$ cat config.mk
export PLATFORM = sky130hd
export DESIGN_NAME = uart_codeword_tx
export DESIGN_NICKNAME = d
export VERILOG_FILES = /design/src/rtl/uart_codeword_tx.sv
export SDC_FILE = /design/constraint.sdc
export NUM_CORES = 1
export LEC_CHECK = 0
export CORE_MARGIN = 1
export CORE_UTILIZATION = 54
export DETAILED_ROUTE_END_ITERATION = 7
export PLACE_DENSITY = 0.78
export SLEW_MARGIN = 20
export SYNTH_ARGS = -nofsm -noshare
export SYNTH_HDL_FRONTEND = slang
export SYNTH_SLANG_ARGS = --single-unit
$ cat constraint.sdc
create_clock -name clk -period 3.17 [get_ports clk]
set_clock_uncertainty 0.1 [all_clocks]
set_input_delay 0.317 -clock clk [delete_from_list [all_inputs] [get_ports clk]]
set_output_delay 0.317 -clock clk [all_outputs]
set_load 0.03 [all_outputs]
$ cat src/rtl/uart_codeword_tx.sv
// uart_codeword_tx: serializes a 32-bit codeword as four back-to-back 8N1 UART frames, MSB byte first.
module uart_codeword_tx #(
  parameter int CLKS_PER_BIT = 434
) (
  input  logic        clk,
  input  logic        rst,
  input  logic        start,
  input  logic [31:0] data_in,
  output logic        tx,
  output logic        ready,
  output logic        done
);
  localparam int CW = $clog2(CLKS_PER_BIT);
  localparam logic [CW-1:0] LAST = CW'(CLKS_PER_BIT - 1);
  typedef enum logic [1:0] {IDLE, START, DATA, STOP} state_t;
  state_t state, state_n;
  logic [CW-1:0] cnt, cnt_n;
  logic [2:0] bit_idx, bit_n;
  logic [1:0] byte_idx, byte_n;
  logic [31:0] sh, sh_n;
  logic [7:0] cur_byte;
  logic tx_n, done_n, bit_end;
  assign bit_end  = cnt == LAST;
  assign cur_byte = sh[31:24];
  assign ready    = state == IDLE;
  always_ff @(posedge clk or posedge rst) begin
    if (rst) begin
      state    <= IDLE;
      cnt      <= '0;
      bit_idx  <= '0;
      byte_idx <= '0;
      sh       <= '0;
      tx       <= 1'b1;
      done     <= 1'b0;
    end else begin
      state    <= state_n;
      cnt      <= cnt_n;
      bit_idx  <= bit_n;
      byte_idx <= byte_n;
      sh       <= sh_n;
      tx       <= tx_n;
      done     <= done_n;
    end
  end
  // tx_n is the line level for the next cycle, so every transition also sets the new bit.
  always_comb begin
    state_n = state;
    cnt_n   = bit_end ? '0 : cnt + 1'b1;
    bit_n   = bit_idx;
    byte_n  = byte_idx;
    sh_n    = sh;
    tx_n    = tx;
    done_n  = 1'b0;
    case (state)
      IDLE: begin
        cnt_n = '0;
        tx_n  = 1'b1;
        if (start) begin
          sh_n    = data_in;
          byte_n  = '0;
          tx_n    = 1'b0;
          state_n = START;
        end
      end
      START: if (bit_end) begin
        state_n = DATA;
        bit_n   = '0;
        tx_n    = cur_byte[0];
      end
      DATA: if (bit_end) begin
        if (bit_idx == 3'd7) begin
          state_n = STOP;
          tx_n    = 1'b1;
        end else begin
          bit_n = bit_idx + 3'd1;
          tx_n  = cur_byte[bit_idx + 3'd1];
        end
      end
      default: if (bit_end) begin
        if (byte_idx == 2'd3) begin
          state_n = IDLE;
          done_n  = 1'b1;
        end else begin
          byte_n  = byte_idx + 2'd1;
          sh_n    = {sh[23:0], 8'h00};
          tx_n    = 1'b0;
          state_n = START;
        end
      end
    endcase
  end
endmodule

# Yosys cells after proc, flatten, opt, wreduce, memory -nomap -nowiden
# Index checks and enable logic that the tools add are counted.
# Widths: inputs -> output; s select.
# totals
register_bits	50
latch_bits	0
ramBits	0
mem_bits_ro	0
inputBits	35
out_inout_bits	3
elab_cells	66
n_memories	0
# op_classes
add_sub_neg	3
multipliers	0
div_mod_pow	0
magnitude_cmp	1
n_eq_ne	12
shifts	0
muxes	33
n_bitwise	1
reduce_logical	9
# ops
operator	count
$mux 32	3
$pmux 32 s2	1
$mux 9	2
$mux 2	8
$ne 2x2->1 const B	6
$reduce_and 4->1	3
$mux 1	11
$add 9x1->9 const B	1
$eq 9x9->1 const B	1
$mux 3	3
$pmux 2 s3	1
$pmux 3 s2	1
$reduce_and 5->1	1
$eq 2x2->1 const B	2
$lt 3x4->1 const B	1
$ne 4x2->1 const B	1
$pmux 2 s2	1
$reduce_bool 2->1	2
$add 3x1->3 const B	1
$bmux 1 s3	1
$eq 3x3->1 const B	1
$pmux 1 s3	1
$reduce_or 3->1	1
$add 2x1->2 const B	1
other kinds (4)	4

# Longest topological paths before layout
# Gate-level depths: netlist of the first run.
# logic_depth
depth_word	6
depth_mapped	7
ltp_nobuf	6

# Worst setup path before layout of the first run
# No wires, ideal clock.
# synth_timing
path_kind	flip-flop to flip-flop
start	register cnt[3]
end	register sh[10]
setup_time_ns	0.125
t_arrival_ns	2.324
t_required_ns	2.945
path_slack_ns	0.621
path_stages_with_launch	7
n_path_buf	2
synth_period_minus_slack_ns	2.549
path_cell_list	dfrtp_1 -> or4b_4 -> buf_6 -> or4_4 -> a21oi_4 -> buf_12 -> mux2_4
# synth_between
elab_chain_len	3
# synth_rtl
item	line_no	source
start: declaration	17	logic [CW-1:0] cnt, cnt_n;
start signal: assignment	37	cnt <= cnt_n;
$eq 9x9->1	23	assign bit_end = cnt == LAST;
$reduce_bool 2->1 (no source line)	n/a	
$reduce_and 4->1 (no source line)	n/a	
end signal: assignment	40	sh <= sh_n;
end: declaration	20	logic [31:0] sh, sh_n;
# No other way between the ends.
# A chain may end at the register's enable or synchronous reset.

# Worst setup path in the final report of the first run
# layout_timing
start	register state[1]
end	output ready
# layout_between
elab_chain_len	1
# layout_rtl
item	line_no	source
start: declaration	16	state_t state, state_n;
start signal: assignment	36	state <= state_n;
$logic_not 2->1	25	assign ready = state == IDLE;
end: declaration	10	output logic ready,
# No other way between the ends.

==> impl_metrics.ini, run 1 <==
[timing]
worst_pin_slew_ns = 0.833
fmax_ghz = 0.394
layout_min_cycle_time_ns = 2.54
slew_violations = 0
hold_viol_final = 0
rsz0062_at_grt = no
period_share_pct = 80.0
whs_ns = 0.369
fin_ws_ns = 0.634
finalSetupViolCount = 0
slew_headroom_pct = 44.4
fin_setup_tns_ns = 0

[clock_tree]
postCtsSetupRepairBufs = 0
clockBufferDepth = 2
clock_sinks = 50
ctsHoldBuffers = 0
cts_made_buffers = 5
cts_max_level = 2
cts_tree = built
clkTransAtPathRegs_ns = 0.09
cts_resized = 0
clk_latency_ns = 0.30
cts_root_buffer = clkbuf_8

[logic_synthesis]
synth_top_cell_by_area = dfrtp_1
yosysWarnings = 0
ys.flop_type = dfrtp_1
synth-seq-cells = 50
synth_cell_types = 39
synth_top_area_share_pct = 46.3
synth_nets = 246
yosysSeqAreaShare_pct = 47.3
synthCells = 201
syn_avg_cell_area_um2 = 13.2
netlist_area_um2 = 2650
synth.area.top_cells = dfrtp_1, mux2_2, mux2_4
async_reset_ff_share_pct = 100
synth_edf_count = 0

[job]
drv_cap = 0

[worst_hold_path]
hold_path.class = in2async

[worst_setup_path]
path_cells = inv_1 > ha_1 > buf_4 > clkdlybuf4s50_1
slowest_delay_ns = 0.75
crit_fanout = 31
critical_path_arrival_ns = 2.12
cp-end-kind = primary output
required_ns = 2.75
crit_type = reg2out
cp_slowest_cell = clkdlybuf4s50_1
startpoint_type = flop

[route]
avgViaCountPerCell = 5.34
postRouteAntennaNets = 0
firstDrtPassIters = 4
via_count = 1640
drc = 0
wl_um = 4520
routedWlPerCell_um = 14.7
drt_iter0_drc = 89

[final_layout]
antenna_cells = 0
drive_gt1_share_pct = 28.3
areaGrowthSynthToFinish_pct = 18.9
final_nets = 284
final_cells = 307

[grt]
grt_max_degree = 51
grt_antenna_before_repair = 0
grt_pass1_wl_um = 7880
grt.total_usage_pct = 19.8
grt.overflow.total = 0
grt_pass1_vias = 1676

[power]
total_power_mw = 2.57
powerDensity_nw_per_um2 = 815
comb_power_share_pct = 45.7
leakage_nw = 1.39
worst_ir_drop_vdd_uv = 418
seqPwrFrac_pct = 39.9
power_switching_mw = 0.838
internal_power_mw = 1.73
power_frac_clock_pct = 14.4
switching_share_pct = 32.6

[place]
dp_slack_ns = 0.656
portBuffers = 37
dp_cells = 299
gp_congestion = 0.822
dp_hpwl_um = 3230

[floorplan]
start_util_pct = 56.1
fp.dieArea_um2 = 5190
die_h_um = 72.0
ios = 38
rows = 25
die_x_um = 72.0
core_um2 = 4720

[outcome]
status = complete, no violations
==> final timing paths <==
path | start | endpoint | slack (ns) | depth (start not counted)
max in group asynchronous | rst | bit_idx[0] | 2.11 | 2
worst max-delay path | state[1] | ready | 0.63 | 4
worst min-delay path | rst | sh[5] | 0.37 | 2
min in group clk | cnt[0] | cnt[0] | 0.40 | 1
worst min register to register | cnt[0] | cnt[0] | 0.40 | 1
worst max register to register | cnt[3] | byte_idx[1] | 0.64 | 5
==> power by group through the flow <==
stage	clock, mW	combinational, mW	sequential (mW)
finish	0.370	1.17	1.02
CTS	0.384	1.19	1.03
global route	0.412	1.28	1.06
floorplan	0	0.987	0.993
global placement	0	1.15	1.03
detailed placement	0	1.18	1.04
==> metrics by stage <==
stage                     utilization (%)  instance area, um2
after floorplan                         -                2650
after global placement               64.8                3060
after detailed placement             64.8                3060
after CTS                            66.6                3150
after global routing                 66.7                3150
final                                66.7                3150
==> metal layers <==
layer / vias up / part of all wire (%) / GRT usage, %
li1: 807 / - / -
met3: 7 / 2.7 / 4.72
met2: 26 / 49 / 32.2
met5: - / 0 / 0
met4: 0 / 1.3 / 5.88
met1: 800 / 47 / 26.6
==> cell families after synthesis <==
| kind of cell | synth area share (%) |
|---|---|
| flops | 47.3 |
| fa+ha+maj | 4.72 |
| mux | 26.5 |
| xor+xnor | 1.65 |
| buf+inv | 3.64 |
| simple gates | 7.13 |
| compound gates | 9.02 |
==> flip-flops by register name, summed over array words and instances, names as in the netlist <==
register / cells
byte_idx: 2
bit_idx: 3
cnt: 9
sh: 32
state: 2
tx: 1
done: 1
==> worst max-delay path: cells and delay by family, from the launching register on <==
family                     cells  cell delay, ns
adders and majority gates      1            0.17
buffers and inverters          3            1.22
DFF                            1            0.44
==> synthesized netlist by cell type, drive strengths merged, types with 3 or more instances <==
cell,n
dfrtp,49
xnor2,3
inv,7
nor2,9
buf,4
ha,10
nand3,3
nor2b,4
nor3,4
clkbuf,4
mux2,52
nand2,5
o21ai,4
a22o,13
a21oi,6
==> cell type report <==
cell class	count	area [um2]
timing repair buffer	39	398
inverter	7	27.5
fill	396	1570
sequential	50	1250
tap	67	83.8
clock inverter	3	18.8
clock buffer	5	68.8
multi-input combinational	136	1300
==> cells in the final DEF, fill, tap and decap left out, types with 2 or more instances in the layout <==
cell,instances
mux2_4,20
mux2_2,32
a21o_1,2
a22o_1,13
mux2i_1,2
inv_1,6
nor3_1,4
or3_1,2
a21oi_1,5
xor2_1,2
xnor2_1,3
nand3_1,3
and3_1,2
o21ai_0,3
ha_1,10
nor2b_1,4
dfrtp_1,49
clkbuf_8,5
nand2_1,5
nor2_1,9
clkinv_2,3
clkdlybuf4s50_1,37
(Power assumes the default switching activity.)
==> run 2, diff against run 1 <==
==> constraint.sdc (replaced) <==
create_clock -name clk -period 2.4 [get_ports clk]
set_clock_uncertainty 0.1 [all_clocks]
set_input_delay 0.24 -clock clk [delete_from_list [all_inputs] [get_ports clk]]
set_output_delay 0.24 -clock clk [all_outputs]
set_load 0.03 [all_outputs]
==> impl_metrics.ini, run 2 (synthesized netlist as in run 1, its figures left out) <==
[timing]
fmax_ghz = 0.421
layout_min_cycle_time_ns = 2.37
slew_violations = 0
fin_ws_ns = 0.0265
worst_pin_slew_ns = 0.611
rsz0062_at_grt = yes
period_share_pct = 98.9
hold_viol_final = 0
finalSetupViolCount = 0
whs_ns = 0.312
slew_headroom_pct = 59.3

[final_layout]
areaGrowthSynthToFinish_pct = 22.6
final_core_util_pct = 68.8
final_cells = 316
mostFrequentLayoutCells = dfrtp_1, clkdlybuf4s50_1, mux2_2, mux2_4, a22o_1
largest_reg_flops = 32
n_fill_cell = 352
largest_register = sh
antenna_cells = 0
final_nets = 294
drive_gt1_share_pct = 31.3
largest_registers = sh: 32 flops, cnt: 9 flops, bit_idx: 3 flops
mostFrequentLayoutCell = dfrtp_1

[clock_tree]
cts_resized = 1
cts_max_level = 2
clockBufferDepth = 2
cts_made_buffers = 5
ctsHoldBuffers = 0
clkTransAtPathRegs_ns = 0.09
cts_root_buffer = clkbuf_8
cts_tree = built
postCtsSetupRepairBufs = 0
clk_latency_ns = 0.30
clock_sinks = 50

[route]
avgViaCountPerCell = 5.32
postRouteAntennaNets = 0
routedWlPerCell_um = 15.0
via_count = 1681
wl_um = 4730
firstDrtPassIters = 4
drt_iter0_drc = 58
drc = 0

[grt]
grt_pass1_wl_um = 7670
grt_max_degree = 51
grt_antenna_before_repair = 0
grt.total_usage_pct = 19.2
grt_pass1_vias = 1613
grt.overflow.total = 0

[place]
dp_hpwl_um = 3370
dp_cells = 309
gp_congestion = 0.817
dp_slack_ns = 0.00569
portBuffers = 37

[floorplan]
die_x_um = 72.0
fp.dieArea_um2 = 5190
start_util_pct = 56.1
die_h_um = 72.0
core_um2 = 4720
ios = 38
rows = 25

[worst_setup_path]
slowest_delay_ns = 0.54
cp-end-kind = flop
crit_fanout = 13
cp_slowest_cell = or4b_4
startpoint_type = flop
path_cells = or4b_4 > or4_4 > a21oi_4 > buf_12 > mux2_4
crit_type = reg2reg
critical_path_arrival_ns = 2.45
required_ns = 2.48

[power]
powerDensity_nw_per_um2 = 1070
leakage_nw = 1.44
worst_ir_drop_vdd_uv = 597

[outcome]
status = complete, no violations

[worst_hold_path]
hold_path.class = in2async

[job]
drv_cap = 0
-- run 2: layout make-up --
class	instances	area, um2	area share [%]
Multi-Input combinational cell	136	1320	40.6
Sequential cell	50	1250	38.6
Timing Repair Buffer	49	483	14.9
Tap cell	67	83.8	2.58
Clock buffer	5	68.8	2.12
Inverter	7	26.3	0.809
Clock inverter	2	15.0	0.462
-- run 2: critical path: cells and delay by family (launching register included) --
family                 cells  cell delay (ns)
AOI/OAI and AO/OA          1             0.21
buffers and inverters      1             0.19
DFF                        1             0.39
muxes                      1             0.31
and+or+nand+nor            2             1.07
-- run 2: worst paths after layout --
path | start | to | slack, ns | cells past startpoint
max | cnt[6] | byte_idx[1] | 0.03 | 5
min | rst | state[1] | 0.31 | 3
max reg2reg | cnt[6] | byte_idx[1] | 0.03 | 5
min reg2reg | cnt[0] | cnt[0] | 0.39 | 1
max in group asynchronous | rst | sh[24] | 1.48 | 3
min in group clk | cnt[0] | cnt[0] | 0.39 | 1
-- run 2: metal layers --
layer  part of all wire, %  global-route usage (%)  vias up
li1                      -                       -      829
met1                    48                    25.7      823
met2                    49                    31.7       27
met3                   2.3                    4.17        2
met4                  0.76                    5.23        0
met5                     0                       0        -
-- run 2: power breakdown --
| part | total [mW] | switching, mW | leakage, nW | internal (mW) |
|---|---|---|---|---|
| combinational | 1.65 | 0.652 | 0.766 | 0.999 |
| clock | 0.475 | 0.275 | 0.0362 | 0.199 |
| sequential | 1.35 | 0.196 | 0.639 | 1.15 |
| total | 3.48 | 1.12 | 1.44 | 2.35 |
-- run 2: metrics by stage --
stage	power, mW	instance area (um2)	setup TNS, ns
finish	3.48	3250	0
floorplan	2.62	2650	-2.67
global placement	2.94	3150	0
detailed placement	2.98	3150	0
global route	3.70	3250	-0.377
CTS	3.47	3230	0
==> run 3, diff against run 2 <==
--- a/config.mk
+++ b/config.mk
@@ -8,6 +8,7 @@
 export CORE_MARGIN = 1
 export CORE_UTILIZATION = 54
 export DETAILED_ROUTE_END_ITERATION = 7
+export MAX_ROUTING_LAYER = met4
 export PLACE_DENSITY = 0.78
 export SLEW_MARGIN = 20
 export SYNTH_ARGS = -nofsm -noshare
==> impl_metrics.ini, run 3 (synthesized netlist as in run 1, its figures left out) <==
[power]
power_frac_clock_pct = 13.7
switching_share_pct = 32.3
comb_power_share_pct = 47.5
internal_power_mw = 2.35
seqPwrFrac_pct = 38.9
leakage_nw = 1.44
powerDensity_nw_per_um2 = 1070
power_switching_mw = 1.12
worst_ir_drop_vdd_uv = 597

[worst_hold_path]
hold_path.class = in2async

[worst_setup_path]
cp-end-kind = flop
required_ns = 2.48
path_delay_family = simple AND/OR/NAND/NOR gates
crit_fanout = 13
crit_type = reg2reg
cp_slowest_cell = or4b_4
cp_num_buf_inv = 1
path_cells = or4b_4 > or4_4 > a21oi_4 > buf_12 > mux2_4
slowest_delay_ns = 0.54
critical_path_arrival_ns = 2.45
startpoint_type = flop

[final_layout]
final_core_util_pct = 68.8
largest_registers = sh: 32 flops, cnt: 9 flops, bit_idx: 3 flops
final_nets = 294
largest_reg_flops = 32
areaGrowthSynthToFinish_pct = 22.6
drive_gt1_share_pct = 31.3
final_cells = 316
mostFrequentLayoutCell = dfrtp_1
antenna_cells = 0
mostFrequentLayoutCells = dfrtp_1, clkdlybuf4s50_1, mux2_2, mux2_4, a22o_1
largest_register = sh

[timing]
rsz0062_at_grt = yes
layout_min_cycle_time_ns = 2.37
period_share_pct = 98.9
worst_pin_slew_ns = 0.616
finalSetupViolCount = 0
fmax_ghz = 0.421
slew_headroom_pct = 58.9
slew_violations = 0
hold_viol_final = 0

[grt]
grt_pass1_vias = 1610
grt_pass1_wl_um = 7660
grt_max_degree = 51
grt.total_usage_pct = 19.8
grt.overflow.total = 0
grt_antenna_before_repair = 0

[route]
drt_iter0_drc = 59
avgViaCountPerCell = 5.32
wl_um = 4730
firstDrtPassIters = 4
drc = 0
routedWlPerCell_um = 15.0
postRouteAntennaNets = 0
via_count = 1680

[place]
dp_cells = 309
gp_congestion = 0.829
dp_hpwl_um = 3370
portBuffers = 37

[job]
drv_cap = 0

[floorplan]
rows = 25
die_h_um = 72.0
ios = 38
fp.dieArea_um2 = 5190
start_util_pct = 56.1
die_x_um = 72.0
core_um2 = 4720

[clock_tree]
clockBufferDepth = 2
clkTransAtPathRegs_ns = 0.09
cts_root_buffer = clkbuf_8
postCtsSetupRepairBufs = 0
cts_made_buffers = 5
cts_max_level = 2
clk_latency_ns = 0.30
clock_sinks = 50
cts_tree = built

[outcome]
status = complete, no violations
run 3: cell counts in the layout (fill, tap and decap cells not counted):
No cell type changed its count.
run 3: final cells by class:
class,count,area (um2)
fill,352,1480
clock inverter,2,15.0
tap,67,83.8
sequential,50,1250
multi-input combinational,136,1320
inverter,7,26.3
clock buffer,5,68.8
timing repair buffer,49,483
run 3: final timing paths:
| check | startpoint | to | slack, ns | cells past startpoint |
|---|---|---|---|---|
| setup / recovery | cnt[6] | byte_idx[1] | 0.03 | 5 |
| hold / removal | rst | sh[5] | 0.31 | 3 |
| setup reg to reg | cnt[6] | byte_idx[1] | 0.03 | 5 |
| hold reg to reg | cnt[0] | cnt[0] | 0.39 | 1 |
| max in group asynchronous | rst | byte_idx[1] | 1.48 | 3 |
| min in group clk | cnt[0] | cnt[0] | 0.39 | 1 |
run 3: power by group through the flow:
stage / logic (mW) / registers [mW] / clock network, mW
CTS: 1.63 / 1.35 / 0.493
detailed placement: 1.62 / 1.37 / 0
floorplan: 1.30 / 1.31 / 0
finish: 1.65 / 1.35 / 0.475
global placement: 1.59 / 1.35 / 0
global route: 1.79 / 1.38 / 0.524
run 3: metal layers:
metal  vias up  global-route usage (%)  wire, um
li1        828                       -         -
met1       822                    25.7      2240
met2        28                    31.7      2340
met3         2                    4.17       113
met4         0                    5.23        40
met5         -                       -         0
run 3: worst reg2reg max path: cells and delay by family (launching register included):
kind,cells,cell delay (ns)
AND/OR/NAND/NOR,2,1.07
flip-flops,1,0.39
multiplexers,1,0.31
AO/OA/AOI/OAI,1,0.21
buffers and inverters,1,0.19
run 3: through the flow:
step	cell area, um2	power [mW]	hold WS, ns	TNS [ns]	worst slack [ns]
after CTS	3230	3.47	0.328	0	0.00597
final	3250	3.48	0.307	0	0.0264
after detailed placement	3150	2.98	0.380	0	0.00569
after global routing	3250	3.70	0.381	-0.377	-0.0289
after global placement	3150	2.94	0.374	0	0.0414
after floorplan	2650	2.62	0.273	-2.67	-0.128
run 3: what timing repair did:
| item | CTS | global route |
|---|---|---|
| hold buffers | 0 | 0 |
| endpoints found under the hold margin | 0 | 0 |
| gates resized for setup | 1 | 4 |
| endpoints found under the setup margin | 1 | 22 |
| pin swaps | 0 | 0 |
